### src/rtl/rv_instruction_encoder.sv
// rv_instruction_encoder: packs decoded RV64IM fields into 32-bit instruction
// words, checks immediate range/alignment per format and tags each word with
// a byte address taken from an internal, loadable program counter.
//
// Two register stages:
//   S1 holds the captured fields and the range-check result.
//   S2 holds the packed word, its error flag and its address.
//
// Handshake: a transfer happens on either side only when valid and ready are
// both high on a rising edge. in_ready depends combinationally on out_ready,
// so a stall propagates back in the same cycle. S2 holds out_instr, out_addr
// and out_err stable while out_valid && !out_ready.
module rv_instruction_encoder #(
    parameter int                   ADDR_SIZE = 64,
    parameter logic [ADDR_SIZE-1:0] BASE_ADDR = '0
) (
    input  logic                 clk,
    input  logic                 reset,
    input  logic                 in_valid,
    output logic                 in_ready,
    input  logic [2:0]           in_format,
    input  logic [6:0]           in_opcode,
    input  logic [2:0]           in_funct3,
    input  logic [6:0]           in_funct7,
    input  logic [4:0]           in_rd,
    input  logic [4:0]           in_rs1,
    input  logic [4:0]           in_rs2,
    input  logic [63:0]          in_imm,
    input  logic                 addr_load,
    input  logic [ADDR_SIZE-1:0] addr_load_value,
    output logic                 out_valid,
    input  logic                 out_ready,
    output logic [31:0]          out_instr,
    output logic [ADDR_SIZE-1:0] out_addr,
    output logic                 out_err,
    output logic [15:0]          err_count
);

    localparam logic [2:0] FMT_R = 3'd0;
    localparam logic [2:0] FMT_I = 3'd1;
    localparam logic [2:0] FMT_S = 3'd2;
    localparam logic [2:0] FMT_B = 3'd3;
    localparam logic [2:0] FMT_U = 3'd4;
    localparam logic [2:0] FMT_J = 3'd5;

    // Stage 1 registers
    logic        s1_valid_q;
    logic [2:0]  s1_format_q;
    logic [6:0]  s1_opcode_q;
    logic [2:0]  s1_funct3_q;
    logic [6:0]  s1_funct7_q;
    logic [4:0]  s1_rd_q;
    logic [4:0]  s1_rs1_q;
    logic [4:0]  s1_rs2_q;
    logic [31:0] s1_imm_q;
    logic        s1_err_q;
    logic        s1_err_d;

    // Stage 2 registers (drive the outputs directly)
    logic                 out_valid_q;
    logic [31:0]          out_instr_q;
    logic                 out_err_q;
    logic [ADDR_SIZE-1:0] out_addr_q;
    logic [31:0]          s2_instr_d;

    // Address the next word entering S2 will receive
    logic [ADDR_SIZE-1:0] next_addr_q;
    logic [ADDR_SIZE-1:0] addr_assign;
    logic [15:0]          err_count_q;

    logic s2_en;
    logic out_fire;

    assign out_fire    = out_valid_q && out_ready;
    assign s2_en       = !out_valid_q || out_ready;
    assign in_ready    = !s1_valid_q || s2_en;
    // A load in the same cycle a word enters S2 applies to that word.
    assign addr_assign = addr_load ? addr_load_value : next_addr_q;

    assign out_valid = out_valid_q;
    assign out_instr = out_instr_q;
    assign out_err   = out_err_q;
    assign out_addr  = out_addr_q;
    assign err_count = err_count_q;

    // Immediate range and alignment check on the incoming request
    always_comb begin
        s1_err_d = 1'b0;
        case (in_format)
            FMT_R:        s1_err_d = 1'b0;
            FMT_I, FMT_S: s1_err_d = (in_imm != {{52{in_imm[11]}}, in_imm[11:0]});
            FMT_B:        s1_err_d = (in_imm != {{51{in_imm[12]}}, in_imm[12:0]}) || in_imm[0];
            FMT_U:        s1_err_d = (in_imm[11:0] != 12'd0) ||
                                     (in_imm != {{32{in_imm[31]}}, in_imm[31:0]});
            FMT_J:        s1_err_d = (in_imm != {{43{in_imm[20]}}, in_imm[20:0]}) || in_imm[0];
            default:      s1_err_d = 1'b1;
        endcase
    end

    // Stage 1: capture fields and error flag whenever S1 can move
    always_ff @(posedge clk) begin
        if (reset) begin
            s1_valid_q <= 1'b0;
            s1_err_q   <= 1'b0;
        end else if (in_ready) begin
            s1_valid_q <= in_valid;
            if (in_valid) begin
                s1_format_q <= in_format;
                s1_opcode_q <= in_opcode;
                s1_funct3_q <= in_funct3;
                s1_funct7_q <= in_funct7;
                s1_rd_q     <= in_rd;
                s1_rs1_q    <= in_rs1;
                s1_rs2_q    <= in_rs2;
                s1_imm_q    <= in_imm[31:0];
                s1_err_q    <= s1_err_d;
            end
        end
    end

    // Pack the S1 fields into the base ISA layout; illegal formats give zero
    always_comb begin
        s2_instr_d = 32'h0;
        case (s1_format_q)
            FMT_R: s2_instr_d = {s1_funct7_q, s1_rs2_q, s1_rs1_q, s1_funct3_q,
                                 s1_rd_q, s1_opcode_q};
            FMT_I: s2_instr_d = {s1_imm_q[11:0], s1_rs1_q, s1_funct3_q,
                                 s1_rd_q, s1_opcode_q};
            FMT_S: s2_instr_d = {s1_imm_q[11:5], s1_rs2_q, s1_rs1_q, s1_funct3_q,
                                 s1_imm_q[4:0], s1_opcode_q};
            FMT_B: s2_instr_d = {s1_imm_q[12], s1_imm_q[10:5], s1_rs2_q, s1_rs1_q,
                                 s1_funct3_q, s1_imm_q[4:1], s1_imm_q[11], s1_opcode_q};
            FMT_U: s2_instr_d = {s1_imm_q[31:12], s1_rd_q, s1_opcode_q};
            FMT_J: s2_instr_d = {s1_imm_q[20], s1_imm_q[10:1], s1_imm_q[11],
                                 s1_imm_q[19:12], s1_rd_q, s1_opcode_q};
            default: s2_instr_d = 32'h0;
        endcase
    end

    // Stage 2: load the packed word when S2 is empty or draining
    always_ff @(posedge clk) begin
        if (reset) begin
            out_valid_q <= 1'b0;
            out_instr_q <= 32'h0;
            out_err_q   <= 1'b0;
        end else if (s2_en) begin
            out_valid_q <= s1_valid_q;
            if (s1_valid_q) begin
                out_instr_q <= s2_instr_d;
                out_err_q   <= s1_err_q;
            end
        end
    end

    // Address counter: presented word keeps its address, loads target the next
    always_ff @(posedge clk) begin
        if (reset) begin
            out_addr_q  <= BASE_ADDR;
            next_addr_q <= BASE_ADDR;
        end else if (s2_en && s1_valid_q) begin
            out_addr_q  <= addr_assign;
            next_addr_q <= addr_assign + ADDR_SIZE'(4);
        end else if (addr_load) begin
            next_addr_q <= addr_load_value;
        end
    end

    // Saturating count of transferred words flagged with an error
    always_ff @(posedge clk) begin
        if (reset) begin
            err_count_q <= 16'h0;
        end else if (out_fire && out_err_q && (err_count_q != 16'hFFFF)) begin
            err_count_q <= err_count_q + 16'd1;
        end
    end

endmodule

### config.mk
export PLATFORM = sky130hd
export DESIGN_NAME = rv_instruction_encoder
export DESIGN_NICKNAME = d
export VERILOG_FILES = /design/src/rtl/rv_instruction_encoder.sv
export SDC_FILE = /design/constraint.sdc
export NUM_CORES = 1
export LEC_CHECK = 0
export BUFFER_PORTS_ARGS = -buffer_cell sky130_fd_sc_hd__buf_4
export CAP_MARGIN = 15
export CORE_ASPECT_RATIO = 1.1
export CORE_MARGIN = 2
export CORE_UTILIZATION = 46
export DETAILED_ROUTE_END_ITERATION = 10
export PLACE_DENSITY = 0.67
export SYNTH_ARGS = -nofsm -noshare
export SYNTH_HDL_FRONTEND = slang
export SYNTH_SLANG_ARGS = --single-unit
### constraint.sdc
create_clock -name clk -period 4.85 [get_ports clk]
set_clock_uncertainty 0.2 [all_clocks]
set_input_delay 0.2425 -clock clk [delete_from_list [all_inputs] [get_ports clk]]
set_output_delay 0.2425 -clock clk [all_outputs]
set_load 0.005 [all_outputs]
==> metrics.csv <==
metric,value,unit
Nets,1728,
"CTS clk-pin slew, worst paths",0.06,ns
DP HPWL,23.14,mm
Yosys top cell area share,0.3171,
Final Cycle Share,0.6354,
Worst-Skew Late Latency,0.53,ns
Sink Count,247,
Final Critical Period,3.082,ns
synthesis-stage register bit count,247,
Pleak,6.263,nW
Yosys Warn Count,0,
Logic pwr share,0.142,
via count,10577,
DR iter-0 viols,660,
TNS Setup,0,ns
DP Worst Slack,1.390,ns
root buffer cell,clkbuf_16,
Clk pwr share,0.382,
Final WS setup,1.768,ns
Sw Ratio,0.2437,
Pre-antenna DRT Iters,7,
part of the power in registers,0.476,
first-pass GRT wire length,53.56,mm
Hold WS,0.02543,ns
Via-to-Cell Ratio,5.608,
layout cells sized above 1,0.2273,
# DRC,0,
endpoints failing hold,0,
vias in the first global route,10440,
crit-path max FO,90,
Reg2Reg Setup Slack,1.82,ns
cell count of the worst reg-to-reg path,7,
critical path class,in -> reg,
largest net degree at the start of global routing,93,
Die Area,0.02598,sq mm
total grt overflow,0,
max-slew headroom at the worst pin,0.3864,
Initial Utilization,0.4658,
status,"complete, no violations",
all-layer global routing usage,0.2519,
number of enable flip-flop cells after synthesis,67,
H-tree levels,1,
Critical Path Start,addr_load,
maximum vdd drop,0.0002720,V
CP Data Required Time,5.10,ns
post-CTS setup buffer count,0,
post-synthesis cell count,1180,
Max Clk Rate,324.5,MHz
number of max-cap violations,0,
TritonCTS clock tree,yes,
"top cells by area, synth","dfxtp_1 32%, edfxtp_1 18%, nor2_1 6.1%, mux2i_1 5.5%, a211oi_1 4.6%",
antenna-violating nets left,0,
RSZ-0062 raised after global routing,false,
CP endpoint,next_addr_q[39],
worst-margin pin slew,0.9204,ns
Chip Width,153.9,um
Routed WL,33.58,mm
sequential fraction of the synthesis area,0.4941,
P_int,3.661,mW
reg2reg start,next_addr_q[6],
Power Total,4.841,mW
Area Overhead vs Synth,38.40,%
worst hold path class,in -> reg,
Die Y-Extent,168.9,um
Num CTS Buffers,27,
wire per inst,17.81,um
Setup crit start kind,primary input,
IO Port Bufs,282,
# setup viols final,0,
Crit. End Element,flop,
Yosys cell types,64,
Top-Level Pins,283,
FF-to-FF End,next_addr_q[39],
"Async S/R FF share, synth",0,
crit path DAT,3.33,ns
Psw,1.180,mW
cell area after synthesis,0.01136,sq mm
"area leader, netlist",dfxtp_1,
FP Rows,60,
Syn Area/Cell,9.631,sq um
synthesized netlist net count,1350,
Max Slew Vio Count,0,
routability cong.,0.8828,
Max Root-Sink Buffers,3,
pwr dens,307.8,mW/mm^2
core area,0.02440,sq mm
initial antenna violation count,1,
Most used DFF post-synth,dfxtp_1,
per-layer routing:
metal / GRT usage / vias up / share of wire
met2: 0.4422 / 371 / 0.49
met4: 0.08167 / 0 / 0.027
met5: 0 / - / 0
li1: - / 5169 / -
met3: 0.05095 / 62 / 0.069
met1: 0.3117 / 4975 / 0.41
cell families (layout without fill, tap and decap cells):
| kind of cell | after synthesis | in the layout | synth area share |
|---|---|---|---|
| DFF | 247 | 247 | 0.4941 |
| muxes | 80 | 80 | 0.07244 |
| buffers and inverters | 81 | 476 | 0.02973 |
| other | 0 | 1 | 0 |
| xor gates and xnor gates | 47 | 47 | 0.03622 |
| and+or+nand+nor | 494 | 494 | 0.2164 |
| adders and majority gates | 2 | 2 | 0.002202 |
| AOI/OAI and AO/OA | 229 | 229 | 0.1489 |
how the worst min path moves through the flow:
stage,cells after the start,slack (ns),endpoint,startpoint
floorplan,0,0.14,s1_format_q[0],in_format[0]
global placement,1,0.22,s1_funct7_q[1],in_funct7[1]
detailed placement,1,0.22,s1_funct3_q[2],in_funct3[2]
CTS,4,0.002,next_addr_q[55],addr_load_value[55]
global route,4,0.04,next_addr_q[60],addr_load_value[60]
finish,4,0.03,next_addr_q[55],addr_load_value[55]
per-stage QoR:
stage / utilization / cells / instance area (sq um)
final: 0.6447 / 1886 / 15730
after global routing: 0.6447 / 1886 / 15730
after CTS: 0.6443 / 1884 / 15720
after detailed placement: 0.5603 / 1711 / 13670
after global placement: 0.5603 / 1711 / 13670
after floorplan: - / 1180 / 11360
power by group through the flow:
stage                     clock [mW]  sequential, mW  combinational (mW)
final                           1.85            2.30               0.686
after detailed placement           0            2.35               0.596
after floorplan                    0            2.33               0.306
after CTS                       1.90            2.30               0.681
after global routing            1.97            2.32               0.752
after global placement             0            2.34               0.591
placed cells by master, fill, tap and decap left out, types with 11 or more instances in the layout:
| cell | n |
|---|---|
| clkbuf_16 | 27 |
| a221oi_1 | 14 |
| dfxtp_1 | 180 |
| nor3_1 | 34 |
| nor2b_1 | 18 |
| dlygate4sd3_1 | 127 |
| mux2i_1 | 62 |
| inv_1 | 11 |
| buf_4 | 290 |
| xor2_1 | 36 |
| nor4_1 | 13 |
| edfxtp_1 | 67 |
| a211oi_1 | 70 |
| nand2_1 | 75 |
| nand3_1 | 50 |
| nor2_1 | 186 |
| nand4b_1 | 12 |
| o21ai_0 | 24 |
| nand4_1 | 38 |
| clkbuf_1 | 15 |
| mux2_2 | 18 |
| a21oi_1 | 34 |
| xnor2_1 | 11 |
| nand3b_1 | 21 |
| a22oi_1 | 23 |
cell usage after synthesis, types with 8 or more instances:
cell	number
a211o_1	8
a211oi_1	70
a21oi_1	34
a221oi_1	14
a22oi_1	23
a311oi_1	9
and3_1	10
buf_2	12
clkbuf_1	47
dfxtp_1	180
edfxtp_1	67
inv_1	11
mux2_2	18
mux2i_1	62
nand2_1	76
nand3_1	50
nand3b_1	21
nand4_1	38
nand4b_1	12
nor2_1	186
nor2b_1	19
nor3_1	34
nor4_1	13
o21ai_0	24
xnor2_1	11
xor2_1	36
critical path, stage by stage:
cell,delay (ns)
buf_4,0.50
buf_12,0.43
nand3_1,0.18
a22oi_1,0.29
nand4_1,0.30
nor2_1,0.48
a311oi_1,0.16
dlygate4sd3_1,0.58
nor3_1,0.13
state kept, by name, indices dropped and copies added (netlist names):
name         flops
err_count       16
out_addr        64
out_valid        1
s1_format_q      3
s1_opcode_q      7
s1_err_q         1
s1_rd_q          5
out_instr       32
s1_funct7_q      7
s1_rs1_q         5
s1_funct3_q      3
s1_rs2_q         5
next_addr_q     64
s1_imm_q        32
s1_valid_q       1
out_err          1
layout make-up:
| cell class | count | area [sq um] |
|---|---|---|
| Fill cell | 1962 | 8670 |
| Sequential cell | 247 | 5615 |
| Multi-Input combinational cell | 852 | 5424 |
| Timing Repair Buffer | 419 | 3480 |
| Clock buffer | 45 | 773.2 |
| Tap cell | 310 | 387.9 |
| Inverter | 11 | 41.29 |
| Clock inverter | 1 | 5.005 |
| Antenna cell | 1 | 2.502 |
what timing repair did:
item | in CTS | in global routing
gates resized for setup | 0 | 0
endpoints found under the hold margin | 162 | 0
hold buffers | 127 | 0
Note: power is estimated with default switching activity, not from simulation.
